--- config.mk ---
export PLATFORM = sky130hd
export DESIGN_NAME = keypad_event_decoder
export DESIGN_NICKNAME = d
export VERILOG_FILES = /design/src/rtl/keypad_pkg.sv /design/src/rtl/keypad_code_fifo.sv /design/src/rtl/keypad_event_decoder.sv
export SDC_FILE = /design/constraint.sdc
export NUM_CORES = 1
export LEC_CHECK = 0
export CORE_ASPECT_RATIO = 0.6
export CORE_MARGIN = 1.5
export CORE_UTILIZATION = 30
export DETAILED_ROUTE_END_ITERATION = 16
export GPL_TIMING_DRIVEN = 0
export PLACE_DENSITY = 0.43
export RECOVER_POWER = 25
export SLEW_MARGIN = 25
export SYNTH_ARGS = -nofsm -noshare
export SYNTH_HDL_FRONTEND = slang
export SYNTH_HIERARCHICAL = 1
export SYNTH_SLANG_ARGS = --single-unit
--- constraint.sdc ---
create_clock -name clk -period 7.6 [get_ports clk]
set_input_delay 2.28 -clock clk [delete_from_list [all_inputs] [get_ports clk]]
set_output_delay 2.28 -clock clk [all_outputs]
set_load 0.05 [all_outputs]
--- src/rtl/keypad_pkg.sv ---
// Shared types and helpers for the keypad event decoder.
package keypad_pkg;

  localparam int KEY_NUM = 16;
  localparam int CODE_W  = 4;

  typedef logic [KEY_NUM-1:0] key_vec_t;
  typedef logic [CODE_W-1:0]  key_code_t;

  // Index of the lowest set bit; 0 when the vector is empty (caller gates on |v).
  function automatic key_code_t lowest_set(input key_vec_t v);
    key_code_t idx;
    idx = '0;
    for (int i = KEY_NUM - 1; i >= 0; i--) begin
      if (v[i]) idx = key_code_t'(i);
    end
    return idx;
  endfunction

endpackage

--- src/rtl/keypad_code_fifo.sv ---
// Synchronous first-word-fall-through FIFO holding key press codes.
module keypad_code_fifo
  import keypad_pkg::*;
#(
  parameter int DEPTH = 8
) (
  input  logic                     clk,
  input  logic                     RST,
  input  logic                     push,
  input  logic                     pop,
  input  key_code_t                din,
  output key_code_t                dout,
  output logic                     full,
  output logic                     empty,
  output logic [$clog2(DEPTH):0]   level
);

  localparam int AW = $clog2(DEPTH);
  localparam int LW = AW + 1;

  key_code_t       mem [DEPTH];
  logic [AW-1:0]   rptr;
  logic [AW-1:0]   wptr;
  logic            do_push;
  logic            do_pop;

  assign empty   = (level == '0);
  assign full    = (level == LW'(DEPTH));
  assign do_pop  = pop & ~empty;
  // A pop in the same cycle frees the slot a full FIFO needs for the push.
  assign do_push = push & (~full | do_pop);
  assign dout    = empty ? '0 : mem[rptr];

  // Storage write; contents are only meaningful between rptr and wptr.
  // NOTE: the memory array is deliberately not reset -- the pointers define validity.
  always_ff @(posedge clk) begin
    if (do_push) mem[wptr] <= din;
  end

  // Pointer and occupancy bookkeeping; pointers wrap naturally (DEPTH is a power of 2).
  always_ff @(posedge clk) begin
    if (RST) begin
      rptr  <= '0;
      wptr  <= '0;
      level <= '0;
    end else begin
      if (do_push) wptr <= wptr + AW'(1);
      if (do_pop)  rptr <= rptr + AW'(1);
      case ({do_push, do_pop})
        2'b10:   level <= level + LW'(1);
        2'b01:   level <= level - LW'(1);
        default: level <= level;
      endcase
    end
  end

endmodule

--- src/rtl/keypad_event_decoder.sv ---
// Debounces the raw keypad vector, detects new presses and queues their key codes.
module keypad_event_decoder
  import keypad_pkg::*;
#(
  parameter int TICK_DIV       = 5000,
  parameter int DEBOUNCE_TICKS = 4,
  parameter int FIFO_DEPTH     = 8
) (
  input  logic                          clk,
  input  logic                          RST,
  input  key_vec_t                      key,
  input  logic                          pop,
  input  logic                          ovf_clr,
  output logic                          code_valid,
  output key_code_t                     code_out,
  output logic [$clog2(FIFO_DEPTH):0]   fifo_level,
  output logic                          overflow,
  output key_vec_t                      key_state
);

  localparam int DIV_W = (TICK_DIV > 1) ? $clog2(TICK_DIV) : 1;
  localparam int CNT_W = $clog2(DEBOUNCE_TICKS + 1);

  key_vec_t         sync1;
  key_vec_t         sync2;
  key_vec_t         raw_p;
  logic [DIV_W-1:0] div;
  logic             tick;
  logic [CNT_W-1:0] cnt [KEY_NUM];
  key_vec_t         ks_prev;
  key_vec_t         rise;
  key_vec_t         pend;
  key_code_t        sel_code;
  key_vec_t         sel_mask;
  logic             push_req;
  logic             fifo_full;
  logic             fifo_empty;
  logic             drop;

  // Two-flop synchroniser; released (all ones) out of reset.
  // NOTE: sequential state uses non-blocking assignments so every flop samples pre-edge values.
  always_ff @(posedge clk) begin
    if (RST) begin
      sync1 <= '1;
      sync2 <= '1;
    end else begin
      sync1 <= key;
      sync2 <= sync1;
    end
  end

  assign raw_p = ~sync2;
  assign tick  = (div == DIV_W'(TICK_DIV - 1));

  // Sample-tick divider: one-cycle tick at TICK_DIV-1, then wrap to 0.
  always_ff @(posedge clk) begin
    if (RST)       div <= '0;
    else if (tick) div <= '0;
    else           div <= div + DIV_W'(1);
  end

  // Per-key debounce: state flips after DEBOUNCE_TICKS consecutive disagreeing ticks.
  always_ff @(posedge clk) begin
    if (RST) begin
      key_state <= '0;
      for (int i = 0; i < KEY_NUM; i++) cnt[i] <= '0;
    end else if (tick) begin
      for (int i = 0; i < KEY_NUM; i++) begin
        if (raw_p[i] == key_state[i]) begin
          cnt[i] <= '0;
        end else if (cnt[i] == CNT_W'(DEBOUNCE_TICKS - 1)) begin
          key_state[i] <= raw_p[i];
          cnt[i]       <= '0;
        end else begin
          cnt[i] <= cnt[i] + CNT_W'(1);
        end
      end
    end
  end

  // Only 0->1 transitions of the debounced level are events; releases are silent.
  assign rise     = key_state & ~ks_prev;
  assign push_req = |pend;
  assign sel_code = lowest_set(pend);
  assign sel_mask = key_vec_t'(1) << sel_code;
  // A full FIFO with no concurrent pop loses the code; the pend bit is still retired.
  assign drop     = push_req & fifo_full & ~pop;

  // Edge history and pending mask: retire the selected bit, land new rises.
  always_ff @(posedge clk) begin
    if (RST) begin
      ks_prev <= '0;
      pend    <= '0;
    end else begin
      ks_prev <= key_state;
      pend    <= (pend & ~sel_mask) | rise;
    end
  end

  // Sticky overflow; a drop in the same cycle as a clear leaves it set.
  always_ff @(posedge clk) begin
    if (RST)          overflow <= 1'b0;
    else if (drop)    overflow <= 1'b1;
    else if (ovf_clr) overflow <= 1'b0;
  end

  keypad_code_fifo #(
    .DEPTH (FIFO_DEPTH)
  ) u_fifo (
    .clk   (clk),
    .RST   (RST),
    .push  (push_req),
    .pop   (pop),
    .din   (sel_code),
    .dout  (code_out),
    .full  (fifo_full),
    .empty (fifo_empty),
    .level (fifo_level)
  );

  assign code_valid = ~fifo_empty;

endmodule

* Word level (Yosys, flattened, before mapping) *
Memories as Yosys holds them, arrays and structs flattened. A register that Yosys moved wholly into a read port is not among the register bits.
Cells that the tools add are included.

word-level totals
  input bits = 20
  register bits = 104
  memories kept = 2
  memory bits (writable) = 80
  logic and storage cells = 482
  output and inout bits = 26

operators by class
  equality and inequality tests = 36
  reductions and logical operators = 21
  $add $sub $neg = 21
  shifts and indexed selects = 1
  muxes and demuxes = 298
  bitwise logic cells = 78

memory list
  name        words  width  rd ports  clocked after Yosys merged registers in  wr ports  line                        RTL
  cnt         16     3      16        0                                        16        keypad_event_decoder.sv:29  logic [CNT_W-1:0] cnt [KEY_NUM];
  u_fifo.mem  8      4      1         1                                        1         keypad_code_fifo.sv:21      key_code_t mem [DEPTH];

operator list
  operator                 number
  $mux W1                  230
  $mux W3                  50
  $mux W4                  17
  $add A3 B1 Y3 const B    18
  $or A1 B1 Y1             49
  $eq A3 B2 Y1 const B     16
  $not A16 Y16             3
  $reduce_and A3 Y1        16
  $and A16 B16 Y16         2
  $not A1 Y1               19
  $eq A1 B1 Y1             16
  $or A16 B16 Y16          1
  $reduce_or A16 Y1        1
  $shl A1 B4 Y16 const A   1
  $add A13 B1 Y13 const B  1
  $eq A13 B13 Y1 const B   1
  $pmux W4 S2              1
  $add A4 B1 Y4 const B    1
  $and A1 B1 Y1            4
  $eq A4 B4 Y1 const B     1
  $logic_not A4 Y1         1
  $reduce_bool A2 Y1       2
  $sub A4 B1 Y4 const B    1
  $eq A2 B1 Y1 const B     1
  2 further kinds          2

* Longest topological paths before layout *
  word-level depth = 20
  depth in mapped cells = 11
  gate-level depth less buffers = 10

* Hierarchy *
The synthesis kept the hierarchy.

by module, submodules not included
  module                cells each  times used  area an instance (µm²)  seq. area each (µm²)
  keypad_event_decoder  551         1           5848.1                  3323.2
  keypad_code_fifo      129         1           1944.4                  1221.2

* Worst setup path before layout *
OpenSTA, ideal clock, no wires.

  path kind = flip-flop to output port
  start point = reg u_fifo.level[1]
  end point = out code_out[0]
  stages on the path, launching flop included = 3
  arrival = 1.677 ns
  slack = 3.643 ns
  buffers on the path = 0
  data required time = 5.320 ns
  path through = dfxtp_1 nor4_1 nor2_1

between the ends
  word-level cells in the longest chain between the ends = 2

ends and longest elaborated chain
  item                    line                        RTL
  from (decl)             keypad_code_fifo.sv:15      output logic [$clog2(DEPTH):0] level
  from (signal assigned)  keypad_code_fifo.sv:50      2'b10: level <= level + LW'(1);
  from (signal assigned)  keypad_code_fifo.sv:51      2'b01: level <= level - LW'(1);
  from (signal assigned)  keypad_code_fifo.sv:52      default: level <= level;
  $logic_not A4 Y1        keypad_code_fifo.sv:27      assign empty = (level == '0);
  via fifo_empty          keypad_event_decoder.sv:37  logic fifo_empty;
  $mux W4                 keypad_code_fifo.sv:32      assign dout = empty ? '0 : mem[rptr];
  to (decl)               keypad_event_decoder.sv:15  output key_code_t code_out,

The timed path passes the listed nets, and every way through them passes these cells.

==> impl_metrics.tcl <==
set metrics [dict create \
    relSlewSlack_pct 20.1 \
    grt_pass1_vias 5115 \
    timing.final.crit_period_ns 4.81 \
    cts_tree "done" \
    async_flop_share_pct 0 \
    vdd_ir_drop_max_uv 141 \
    cts.path.max_buffers 2 \
    vias 5048 \
    synth_edf_count 80 \
    fp-row-count 45 \
    cts_resized 0 \
    critPathArrivalTime_ns 2.53 \
    synth_fa_ha_area_share_pct 6.20 \
    area_growth_pct 18.8 \
    netlist_instances 680 \
    critical_path.max_fanout 8 \
    tns_ns 0 \
    hold_class "flop to flop" \
    clkTransAtPathRegs_ns 0.07 \
    synthMuxAreaShare_pct 3.36 \
    detail_route.wl_per_cell_um 15.0 \
    slowest_stage "clkdlybuf4s50_1" \
    die_area_um2 27000 \
    netlist_area_um2 7790 \
    groute.usage.overall_pct 13.4 \
    grt_pass1_wl_um 27000 \
    drc 0 \
    yosysSeqAreaShare_pct 58.3 \
    initial_core_util_pct 30.7 \
    synth_top_family_by_area "simple AND/OR/NAND/NOR gates" \
    die_w_um 211 \
    hold_buffers 0 \
    synth-xor-area-share_pct 3.71 \
    cp.required_ns 5.32 \
    first_iter_violations 303 \
    setup_viol 0 \
    syn-mean-instance-area_um2 11.5 \
    antenna_left 0 \
    drive_gt1_share_pct 13.6 \
    tightestPinTransition_ns 1.18 \
    endpoint_kind "output port" \
    yosysUniqueCellTypes 51 \
    post-dp-hpwl_um 12200 \
    synth_compound_area_share_pct 7.88 \
    maxCapViolCount 0 \
    skew_ns 0.00860 \
    run_status "completed" \
    cpPeakStageDelay_ns 0.72 \
    fmax_mhz 208 \
    antenna_found_initial 0 \
    clkLatencyLatePin_ns 0.44 \
    gp_congestion 0.836 \
    core_area_um2 25400 \
    io-pin-count 46 \
    htreeDepth 4 \
    critPathKind "flop to output port" \
    drv_slew 0 \
    wl_um 16700 \
    leakage_nw 3.47 \
    cts_setup_buffers 0 \
    antenna_cells 0 \
    first_pass_iters 4 \
    portBuffers 45 \
    postSynthRegisterBits 187 \
    die_h_um 128 \
    cts_sinks 187 \
    hold_violations 0 \
    fin_crit_sh_pct 63.4 \
    cts_made_buffers 17 \
    fin_nets 802 \
    rsz0062_at_grt "no" \
    cp_cell_sequence "buf_2, mux4_2, mux2i_1, nor2_1, clkdlybuf4s50_1" \
    whs_ns 0.387 \
    synth_top_flop_cell "dfxtp_1" \
    final_core_util_pct 36.5 \
    cts_root_buffer "clkbuf_16" \
    total_power_w 0.00230 \
    grt_overflow 0 \
    yosys.area_share.simple_pct 16.8 \
    p_per_area_nw_per_um2 249 \
    yosysWarnings 6 \
    start_kind "flop" \
    grt_max_degree 18 \
    viasPerCell 4.55 \
    syn_nets 738 \
]
[final timing paths]
kind                              start                      endpoint  slack (ns)  cells past startpoint
hold / removal    ks_prev[0]$_SDFF_PP0_            pend[0]$_SDFF_PP0_        0.39                      1
setup reg to reg    pend[13]$_SDFF_PP0_  u_fifo/level[3]$_SDFFE_PP0P_        4.10                     11
setup / recovery                   flop                   code_out[0]        2.79                      5
hold reg to reg   ks_prev[0]$_SDFF_PP0_            pend[0]$_SDFF_PP0_        0.39                      1
[sequential cells by signal (all words and copies together), names as in the netlist, 13 cells and up, named ones only]
register    count
key_state      16
u_fifo/mem     32
cnt            48
sync1          16
div            13
pend           16
ks_prev        16
sync2          16
[cells in the mapped netlist (all sizes together), types with 4 or more instances]
| master | number | area, um2 |
|---|---|---|
| xnor2 | 9 | 78.8 |
| mux2i | 7 | 70.1 |
| clkbuf | 17 | 63.8 |
| edfxtp | 80 | 2400 |
| nor4 | 7 | 58.8 |
| nand2 | 12 | 47.6 |
| inv | 50 | 188 |
| a31oi | 8 | 50.1 |
| or2 | 46 | 288 |
| mux4 | 8 | 180 |
| nand3 | 5 | 25.0 |
| ha | 37 | 463 |
| o21ai | 8 | 51.3 |
| dfxtp | 107 | 2140 |
| nor2b | 28 | 175 |
| or3 | 19 | 164 |
| nor2 | 97 | 364 |
| a21oi | 43 | 215 |
| a211oi | 4 | 35.0 |
| nor3 | 10 | 50.1 |
| xor2 | 24 | 210 |
| buf | 5 | 36.3 |
| nand2b | 7 | 43.8 |
| a311oi | 16 | 140 |
[critical path, delay by kind of cell, from the launching register on]
kind          cells  cell delay, ns
buf+inv           2            1.01
flops             1            0.31
mux               2            0.71
simple gates      1            0.06
[stage by stage]
stage          setup slack (ns)  cell area, um2  cells
2_1_floorplan              3.64            7790    680
3_5_place_dp               2.40            8690   1077
6_report                   2.79            9260   1109
4_1_cts                    2.72            9280   1109
3_3_place_gp               2.43            8680   1077
5_1_grt                    2.64            9260   1109
[report_power, final]
part           switching (W)  internal (W)  total (W)  leakage, nW
registers          0.0000222       0.00107    0.00109         1.66
logic               0.000193      0.000129   0.000322         1.53
clock network       0.000408      0.000481   0.000889        0.277
[routing by layer]
layer / vias to the layer above / routed length (um) / part of all wire [%] / global-route usage [%]
li1: 2510 / - / - / -
met3: 12 / 848 / 5.1 / 3.38
met4: 0 / 183 / 1.1 / 4.45
met2: 84 / 6850 / 41 / 19.3
met1: 2442 / 8800 / 53 / 19.4
met5: - / 0 / 0 / 0
[cells in the final DEF, fill, tap and decap left out, drive strengths merged, types with 7 or more instances in the layout]
cell type      netlist  final
a21oi               43     43
a311oi              16     16
a31oi                8      8
clkbuf              17     37
clkdlybuf4s50        0     43
dfxtp              107    107
edfxtp              80     80
ha                  37     37
inv                 50     56
mux2i                7      7
mux4                 8      8
nand2               12     12
nand2b               7      7
nor2                97     97
nor2b               28     28
nor3                10     10
nor4                 7      7
o21ai                8      8
or2                 46     46
or3                 19     19
xnor2                9      9
xor2                24     24
[kinds of logic (layout without fill, tap and decap cells)]
family,after synthesis,in the layout
multiplexers,16,16
buffers and inverters,72,149
AND/OR/NAND/NOR,243,243
AO/OA/AOI/OAI,91,91
flip-flops,187,187
adder cells (fa/ha/maj),38,38
XOR/XNOR,33,33
[area by class of cell]
cell class / instances / area [um2]
clock buffer: 20 / 458
fill: 2493 / 16100
timing repair buffer: 45 / 450
multi-input combinational: 421 / 2950
inverter: 50 / 188
tap: 352 / 440
buffer: 22 / 100
clock inverter: 12 / 128
sequential: 187 / 4540
(Power assumes the default switching activity.)
